==> src/rtl/uart_pkg.sv <==
// Shared UART definitions for uart_rx and uart_tx.
// Contents: the state encoding, the default line rate and clock frequency,
// and the clocks-per-bit helper.
package uart_pkg;

    localparam int BAUD_DEF = 115200;
    localparam int F_DEF    = 50_000_000;

    // The encoding is shared with uart_tx, so both blocks decode the same way.
    typedef enum logic [1:0] {
        START = 2'b00,
        DATA  = 2'b01,
        STOP  = 2'b10,
        IDLE  = 2'b11
    } uart_state_e;

    function automatic int clks_per_bit(input int f, input int baud);
        return f / baud;
    endfunction

endpackage

==> src/rtl/uart_rx_if.sv <==
// Receive-side bus from uart_rx to user logic.
//   data       : last received byte
//   data_valid : one-cycle strobe, data holds a new good frame
//   frame_err  : one-cycle strobe, stop bit was sampled 0
//   busy       : a frame is in progress
interface uart_rx_if;
    logic [7:0] data;
    logic       data_valid;
    logic       frame_err;
    logic       busy;

    modport master (output data, data_valid, frame_err, busy);
    modport slave  (input  data, data_valid, frame_err, busy);
endinterface

==> src/rtl/sync_2ff.sv <==
// Two-flop synchroniser for an asynchronous single-bit input.
// Both flops reset to 1, which is the idle level of a serial line.
//   clk : destination clock
//   rst : async reset, active low
//   d   : asynchronous input
//   q   : synchronised output, 2 clk of latency
module sync_2ff (
    input  logic clk,
    input  logic rst,
    input  logic d,
    output logic q
);

    logic [1:0] ff;

    always_ff @(posedge clk or negedge rst) begin
        if (!rst) ff <= 2'b11;
        else      ff <= {ff[0], d};
    end

    assign q = ff[1];

endmodule

==> src/rtl/uart_rx.sv <==
// 8N1 UART receiver. Input: 1 start bit (0), 8 data bits LSB first,
// 1 stop bit (1), idle line high.
//   clk : system clock, rising edge
//   rst : async reset, active low
//   rx  : serial line, asynchronous to clk
//   bus : master side of uart_rx_if (data, data_valid, frame_err, busy)
// The start bit is checked at its midpoint, and every later bit is sampled one
// full bit period after that, so each sample lands near the centre of its bit.
module uart_rx
    import uart_pkg::*;
#(
    parameter int BAUD = BAUD_DEF,
    parameter int F    = F_DEF
) (
    input  logic      clk,
    input  logic      rst,
    input  logic      rx,
    uart_rx_if.master bus
);

    localparam int CPB  = clks_per_bit(F, BAUD);
    localparam int HALF = CPB / 2;
    localparam int CW   = $clog2(CPB);

    localparam logic [CW-1:0] CNT_LAST = CW'(CPB - 1);
    localparam logic [CW-1:0] CNT_MID  = CW'(HALF - 1);

    logic            rx_s;
    uart_state_e     state, state_n;
    logic [CW-1:0]   clk_cnt, clk_cnt_n;
    logic [2:0]      bit_idx, bit_idx_n;
    logic [7:0]      shreg, shreg_n;
    logic [7:0]      data_n;
    logic            dv_n, fe_n;

    sync_2ff u_sync (
        .clk (clk),
        .rst (rst),
        .d   (rx),
        .q   (rx_s)
    );

    always_ff @(posedge clk or negedge rst) begin
        if (!rst) begin
            state          <= IDLE;
            clk_cnt        <= '0;
            bit_idx        <= '0;
            shreg          <= '0;
            bus.data       <= '0;
            bus.data_valid <= 1'b0;
            bus.frame_err  <= 1'b0;
            bus.busy       <= 1'b0;
        end else begin
            state          <= state_n;
            clk_cnt        <= clk_cnt_n;
            bit_idx        <= bit_idx_n;
            shreg          <= shreg_n;
            bus.data       <= data_n;
            bus.data_valid <= dv_n;
            bus.frame_err  <= fe_n;
            // Registered from the next state so busy tracks state != IDLE exactly.
            bus.busy       <= (state_n != IDLE);
        end
    end

    always_comb begin
        state_n   = state;
        clk_cnt_n = clk_cnt + 1'b1;
        bit_idx_n = bit_idx;
        shreg_n   = shreg;
        data_n    = bus.data;
        dv_n      = 1'b0;
        fe_n      = 1'b0;

        unique case (state)
            IDLE: begin
                clk_cnt_n = '0;
                if (!rx_s) state_n = START;
            end

            START: begin
                if (clk_cnt == CNT_MID) begin
                    clk_cnt_n = '0;
                    bit_idx_n = '0;
                    // A line that is high again at mid-start was a glitch.
                    state_n   = rx_s ? IDLE : DATA;
                end
            end

            DATA: begin
                if (clk_cnt == CNT_LAST) begin
                    clk_cnt_n        = '0;
                    shreg_n[bit_idx] = rx_s;
                    bit_idx_n        = bit_idx + 1'b1;
                    if (bit_idx == 3'd7) state_n = STOP;
                end
            end

            STOP: begin
                if (clk_cnt == CNT_LAST) begin
                    // Return to IDLE at mid-stop so a start bit that directly
                    // follows the stop bit is still caught.
                    clk_cnt_n = '0;
                    state_n   = IDLE;
                    if (rx_s) begin
                        data_n = shreg;
                        dv_n   = 1'b1;
                    end else begin
                        fe_n   = 1'b1;
                    end
                end
            end

            default: state_n = IDLE;
        endcase
    end

endmodule
==> src/flat_wrapper.sv <==
// flat-port wrapper written by rule: the top's interface ports become plain ports
module uart_rx_flat import uart_pkg::*;
#(
    parameter int BAUD = BAUD_DEF,
    parameter int F    = F_DEF
)
  (clk, rst, rx, bus_data, bus_data_valid, bus_frame_err, bus_busy);
  uart_rx_if bus_i ();
  input  logic clk;
  input  logic rst;
  input  logic rx;
  output wire logic [$bits(bus_i.data)-1:0] bus_data;
  output wire logic [$bits(bus_i.data_valid)-1:0] bus_data_valid;
  output wire logic [$bits(bus_i.frame_err)-1:0] bus_frame_err;
  output wire logic [$bits(bus_i.busy)-1:0] bus_busy;
  assign bus_data = bus_i.data;
  assign bus_data_valid = bus_i.data_valid;
  assign bus_frame_err = bus_i.frame_err;
  assign bus_busy = bus_i.busy;
  uart_rx #(.BAUD(BAUD), .F(F)) u_core (.clk(clk), .rst(rst), .rx(rx), .bus(bus_i));
endmodule
==> config.mk <==
export PLATFORM = sky130hd
export DESIGN_NAME = uart_rx_flat
export DESIGN_NICKNAME = d
export VERILOG_FILES = /design/src/rtl/uart_pkg.sv /design/src/rtl/uart_rx_if.sv /design/src/rtl/sync_2ff.sv /design/src/rtl/uart_rx.sv /design/src/flat_wrapper.sv
export SDC_FILE = /design/constraint.sdc
export NUM_CORES = 1
export LEC_CHECK = 0
export CORE_AREA = 2 2 104 66
export DETAILED_ROUTE_END_ITERATION = 12
export DIE_AREA = 0 0 106 68
export PLACE_DENSITY = 0.48
export SETUP_SLACK_MARGIN = 0.2
export SYNTH_ARGS = -nofsm -noshare
export SYNTH_HDL_FRONTEND = slang
export SYNTH_SLANG_ARGS = --single-unit
==> constraint.sdc <==
create_clock -name clk -period 2.7 [get_ports clk]
set_input_delay 0.54 -clock clk [delete_from_list [all_inputs] [get_ports clk]]
set_output_delay 0.54 -clock clk [all_outputs]
set_load 0.02 [all_outputs]
Word-level counts from Yosys, hierarchy flattened
Index checks and enable logic that the tools add are counted.
- $lt $le $gt $ge: 2
- equality and inequality tests: 9
- reduce and logical (&&, ||, !) cells: 7
- add/sub/neg operators: 2
- muxes and demuxes: 22
- operators by type and width (kind ; count):
    9-bit case mux with 3 select lines ; 1
    9-bit 2-to-1 mux ; 2
    2-bit 2-to-1 mux ; 6
    9-bit by 1-bit adder with 9-bit output, second input constant ; 1
    9-bit by 8-bit equality test with 1-bit output, second input constant ; 1
    9-bit equality test, second input constant ; 1
    8-bit bitwise mux ; 1
    2-bit case mux with 4 select lines ; 1
    1-bit 2-to-1 mux ; 7
    3-bit 2-to-1 mux ; 2
    3-bit case mux with 2 select lines ; 1
    3-bit AND reduction ; 2
    2-bit equality test, second input constant ; 2
    3-bit by 4-bit < comparator with 1-bit output, second input constant ; 1
    2-bit by 1-bit inequality test with 1-bit output, second input constant ; 2
    3-bit by 1-bit adder with 3-bit output, second input constant ; 1
    1-bit demux with 3-bit select ; 1
    3-bit equality test, second input constant ; 1
    3-bit by 1-bit >= comparator with 1-bit output, second input constant ; 1
    2-bit by 1-bit equality test with 1-bit output, second input constant ; 1
    2-bit logical NOT ; 1
    2-bit inequality test, second input constant ; 1
    2-bit AND reduction ; 1
    2-bit nonzero test ; 1
    other kinds (2) ; 2
- register bits: 35
- output and inout port bits: 11

Logic depth before layout (Yosys ltp)
- word-level depth: 5
- gate-level depth with buffers: 6
- gate-level depth less buffers: 6

Cells and area by module
A second synthesis with hierarchy kept.
- cell total of the unflattened synthesis: 146
- area, all modules: 1670.4 µm²
- by module, submodules not included (module ; sequential area each (µm²) ; area an instance (µm²) ; times used ; cells each):
    uart_rx ; 828.3 ; 1617.8 ; 1 ; 144
    sync_2ff ; 52.6 ; 52.6 ; 1 ; 2

Worst setup path before layout
No wires, ideal clock.
- path kind: register to register
- start point: reg u_core.state[0]
- end point: reg u_core.shreg[2]
- arrival time: 1905 ps
- path slack: 667 ps
- buffers on the path: 0
- period minus slack after synthesis: 2033 ps
- required time: 2572 ps
- library setup time: 128 ps
- cell stages (with the launch flop): 6
- cells stage by stage: dfstp_2 ha_1 inv_1 or4_4 nor3b_2 mux2_1
- word-level cells in the longest chain between the ends: 2
- RTL lines (item ; RTL line ; text):
    start, declared ; uart_rx.sv:29 ; uart_state_e state, state_n;
    start signal, assigned ; uart_rx.sv:54 ; state <= state_n;
    2-bit by 1-bit equality test with 1-bit output ; uart_rx.sv:75 ; unique case (state)
    2-bit AND reduction (no line) ; n/a ;
    end signal, assigned ; uart_rx.sv:57 ; shreg <= shreg_n;
    end, declared ; uart_rx.sv:32 ; logic [7:0] shreg, shreg_n;
No other way between the ends.
A chain may end at the register's enable or synchronous reset.

Worst setup path after layout
Ends and elaborated chain as after synthesis.

==> results.py <==
metrics = {
    "critical_path": {
        "r2r_cells": 5,
        "crit_chain": "ha_1 > inv_1 > or4_4 > nor3b_2 > mux2_1",
        "crit_path_max_incr_delay_ns": 0.60,
        "cpMaxStageDelayCell": "or4_4",
        "crit_family": "simple AND/OR/NAND/NOR gates",
        "critPathArrivalTime_ns": 2.37,
        "worst-path-stages": 5,
        "required_ns": 2.86,
        "critPathMaxFanout": 7,
        "end_kind": "register",
        "worstSetupPathType": "reg -> reg",
        "path_buf_inv": 1,
        "start_kind": "register",
    },
    "synthesis": {
        "yosysTopAreaCell": "dfrtp_1",
        "yosysSeqAreaShare_pct": 48.2,
        "netlist_area_sq_um": 1830,
        "yosysTopAreaCellShare_pct": 42.4,
        "synth_area_leaders": "dfrtp_1 42%, mux2_2 8.0%, ha_1 6.2%",
        "syn_avg_cell_area_sq_um": 11.4,
        "ys.warnings.count": 0,
        "postSynth.asyncResetShare_pct": 100,
        "synth_seq_cells": 35,
        "syn-num-nets": 173,
        "synth_cells": 161,
        "synth.distinct_cells": 38,
        "synthFlopType": "dfrtp_1",
        "synth_edf_count": 0,
    },
    "worst_hold_path": {
        "hold_depth": 0,
        "hold_path_class": "reg -> reg",
    },
    "global_routing": {
        "grt_pass1_wl_mm": 6.11,
        "grt_max_degree": 36,
        "grt_pass1_vias": 1189,
        "grt_usage_pct": 11.1,
        "overflow": 0,
        "antenna_found_initial": 0,
    },
    "clock_network": {
        "postCtsHoldBufs": 0,
        "cts_tree": "done",
        "post-cts-setup-buffers": 0,
        "cts_sinks": 35,
        "clkSlewWorstSetupHoldPaths_ns": 0.07,
        "htree_levels": 2,
        "cts_buffer_depth": 2,
        "cts.repair.resized": 0,
        "cts_buffers": 5,
        "clk_latency_ns": 0.28,
        "cts-root-buf": "clkbuf_8",
    },
    "layout": {
        "antenna_cells": 0,
        "final-instance-count-excl-fill": 263,
        "layout.nets": 187,
        "fillers": 627,
        "area_delta_synth_final_pct": 16.2,
        "final_util_pct": 33.4,
        "drive_above_1_share_pct": 19.9,
    },
    "placement": {
        "dpl.cell_count": 255,
        "pre_cts_ws_ns": 0.505,
        "dp_hpwl_mm": 2.52,
        "portBuffers": 13,
        "gp_congestion": 0.793,
    },
    "timing": {
        "worstMarginPinSlew_ns": 0.752,
        "fmax_mhz": 453,
        "maxSlewHeadroom_pct": 49.6,
        "rsz0062_at_grt": "no",
        "post-route-min-period_ns": 2.21,
        "fin_crit_sh_pct": 81.8,
        "setup_viol": 0,
        "setup_ws_ns": 0.492,
        "hold_violations": 0,
        "holdWs_ns": 0.356,
        "report.final.slew_viol_count": 0,
        "fin_setup_tns_ns": 0,
        "fin_skew_ns": 0.00903,
    },
    "routing": {
        "vias": 1249,
        "dr.pass1.iters": 4,
        "drtAntennaViolNets": 0,
        "vias_per_cell": 4.75,
        "avgRoutedWirePerCell_microns": 13.6,
        "drc_errors": 0,
        "dr.first_iter.drc_count": 44,
        "drt_wl_total_mm": 3.57,
    },
    "power": {
        "swShare_pct": 21.3,
        "switching_power_mw": 0.199,
        "p_clk_share_pct": 41.8,
        "p_leak_nw": 0.901,
        "pwr-share-comb_pct": 1.5,
        "peakVddDrop_v": 0.000153,
        "seqPwrFrac_pct": 56.7,
        "intPower_mw": 0.737,
        "power_density_nw_per_um2": 440,
    },
    "floorplanning": {
        "core_sq_um": 6360,
        "die_h_microns": 68,
        "io_pins": 14,
        "rows": 23,
        "dieArea_sq_um": 7210,
        "start_util_pct": 28.7,
        "die_w_microns": 106,
    },
    "job": {
        "cap_violations": 0,
    },
    "run_status": {
        "outcome": "finished, final reports clean",
    },
}
-- metal layers --
layer	global-route usage, %	wire (microns)
met1	16.4	1940
met2	15.6	1450
met3	2.95	146
met4	3.95	36
met5	0	0
-- state kept, by name, indices dropped and copies added (netlist names) --
signal	flops
u_core.bus.frame_err	1
u_core.state	2
u_core.clk_cnt	9
u_core.bit_idx	3
u_core.bus.data	8
u_core.u_sync.ff	2
u_core.bus.data_valid	1
u_core.bus.busy	1
u_core.shreg	8
-- cell type report --
cell class / instances / area, sq um / share of cell area [%]
clock buffers: 7 / 86.3 / 4.06
clock inverters: 1 / 5.00 / 0.236
inverters: 10 / 37.5 / 1.77
multi-input cells: 109 / 868 / 40.9
well taps: 87 / 109 / 5.12
repair buffers: 14 / 138 / 6.48
flip-flops and latches: 35 / 881 / 41.5
-- cells in the mapped netlist, drive strengths merged, types with 4 or more instances --
library cell	n
o21ai	8
nor3b	4
buf	5
mux2	16
ha	9
nor2	17
a21oi	7
nand3	8
dfrtp	31
dfstp	4
xnor2	5
inv	10
-- cell families after synthesis --
group,after synthesis,share of synthesized area [%]
buffers and inverters,17,4.31
muxes,16,9.86
xor gates and xnor gates,7,3.35
DFF,35,48.2
adders and majority gates,9,6.16
and+or+nand+nor,51,19.2
AOI/OAI and AO/OA,26,8.90
-- power by group through the flow --
stage / clock (mW) / sequential, mW / combinational [mW]
finish: 0.391 / 0.530 / 0.0137
global route: 0.428 / 0.531 / 0.0167
CTS: 0.406 / 0.530 / 0.0152
detailed placement: 0 / 0.540 / 0.0151
global placement: 0 / 0.540 / 0.0146
floorplan: 0 / 0.538 / 0.00163
-- placed cells by master, fill, tap and decap left out, types with 4 or more instances in the layout --
| cell type | instances |
|---|---|
| dfrtp_1 | 31 |
| clkbuf_8 | 6 |
| o21ai_0 | 6 |
| xnor2_1 | 5 |
| nand3_1 | 8 |
| inv_1 | 10 |
| clkdlybuf4s50_1 | 13 |
| mux2_2 | 13 |
| a21oi_1 | 7 |
| ha_1 | 9 |
| nor2_1 | 17 |
| dfstp_2 | 4 |
-- final timing paths --
path / slack, ns / to / start
setup / recovery: 0.49 / u_core.shreg[2] / u_core.state[0]
hold / removal: 0.36 / u_core.u_sync.ff[1] / u_core.u_sync.ff[0]
setup reg to reg: 0.49 / u_core.shreg[2] / u_core.state[0]
hold reg to reg: 0.36 / u_core.u_sync.ff[1] / u_core.u_sync.ff[0]
max in group asynchronous: 1.68 / u_core.state[0] / rst
min in group asynchronous: 0.66 / u_core.clk_cnt[3] / rst
-- through the flow --
step	total power [mW]	cell area (sq um)
6_report	0.935	2120
5_1_grt	0.975	2120
4_1_cts	0.952	2120
3_5_place_dp	0.555	2030
3_3_place_gp	0.555	2030
2_1_floorplan	0.539	1830
Power figures use the tool's default switching activity.
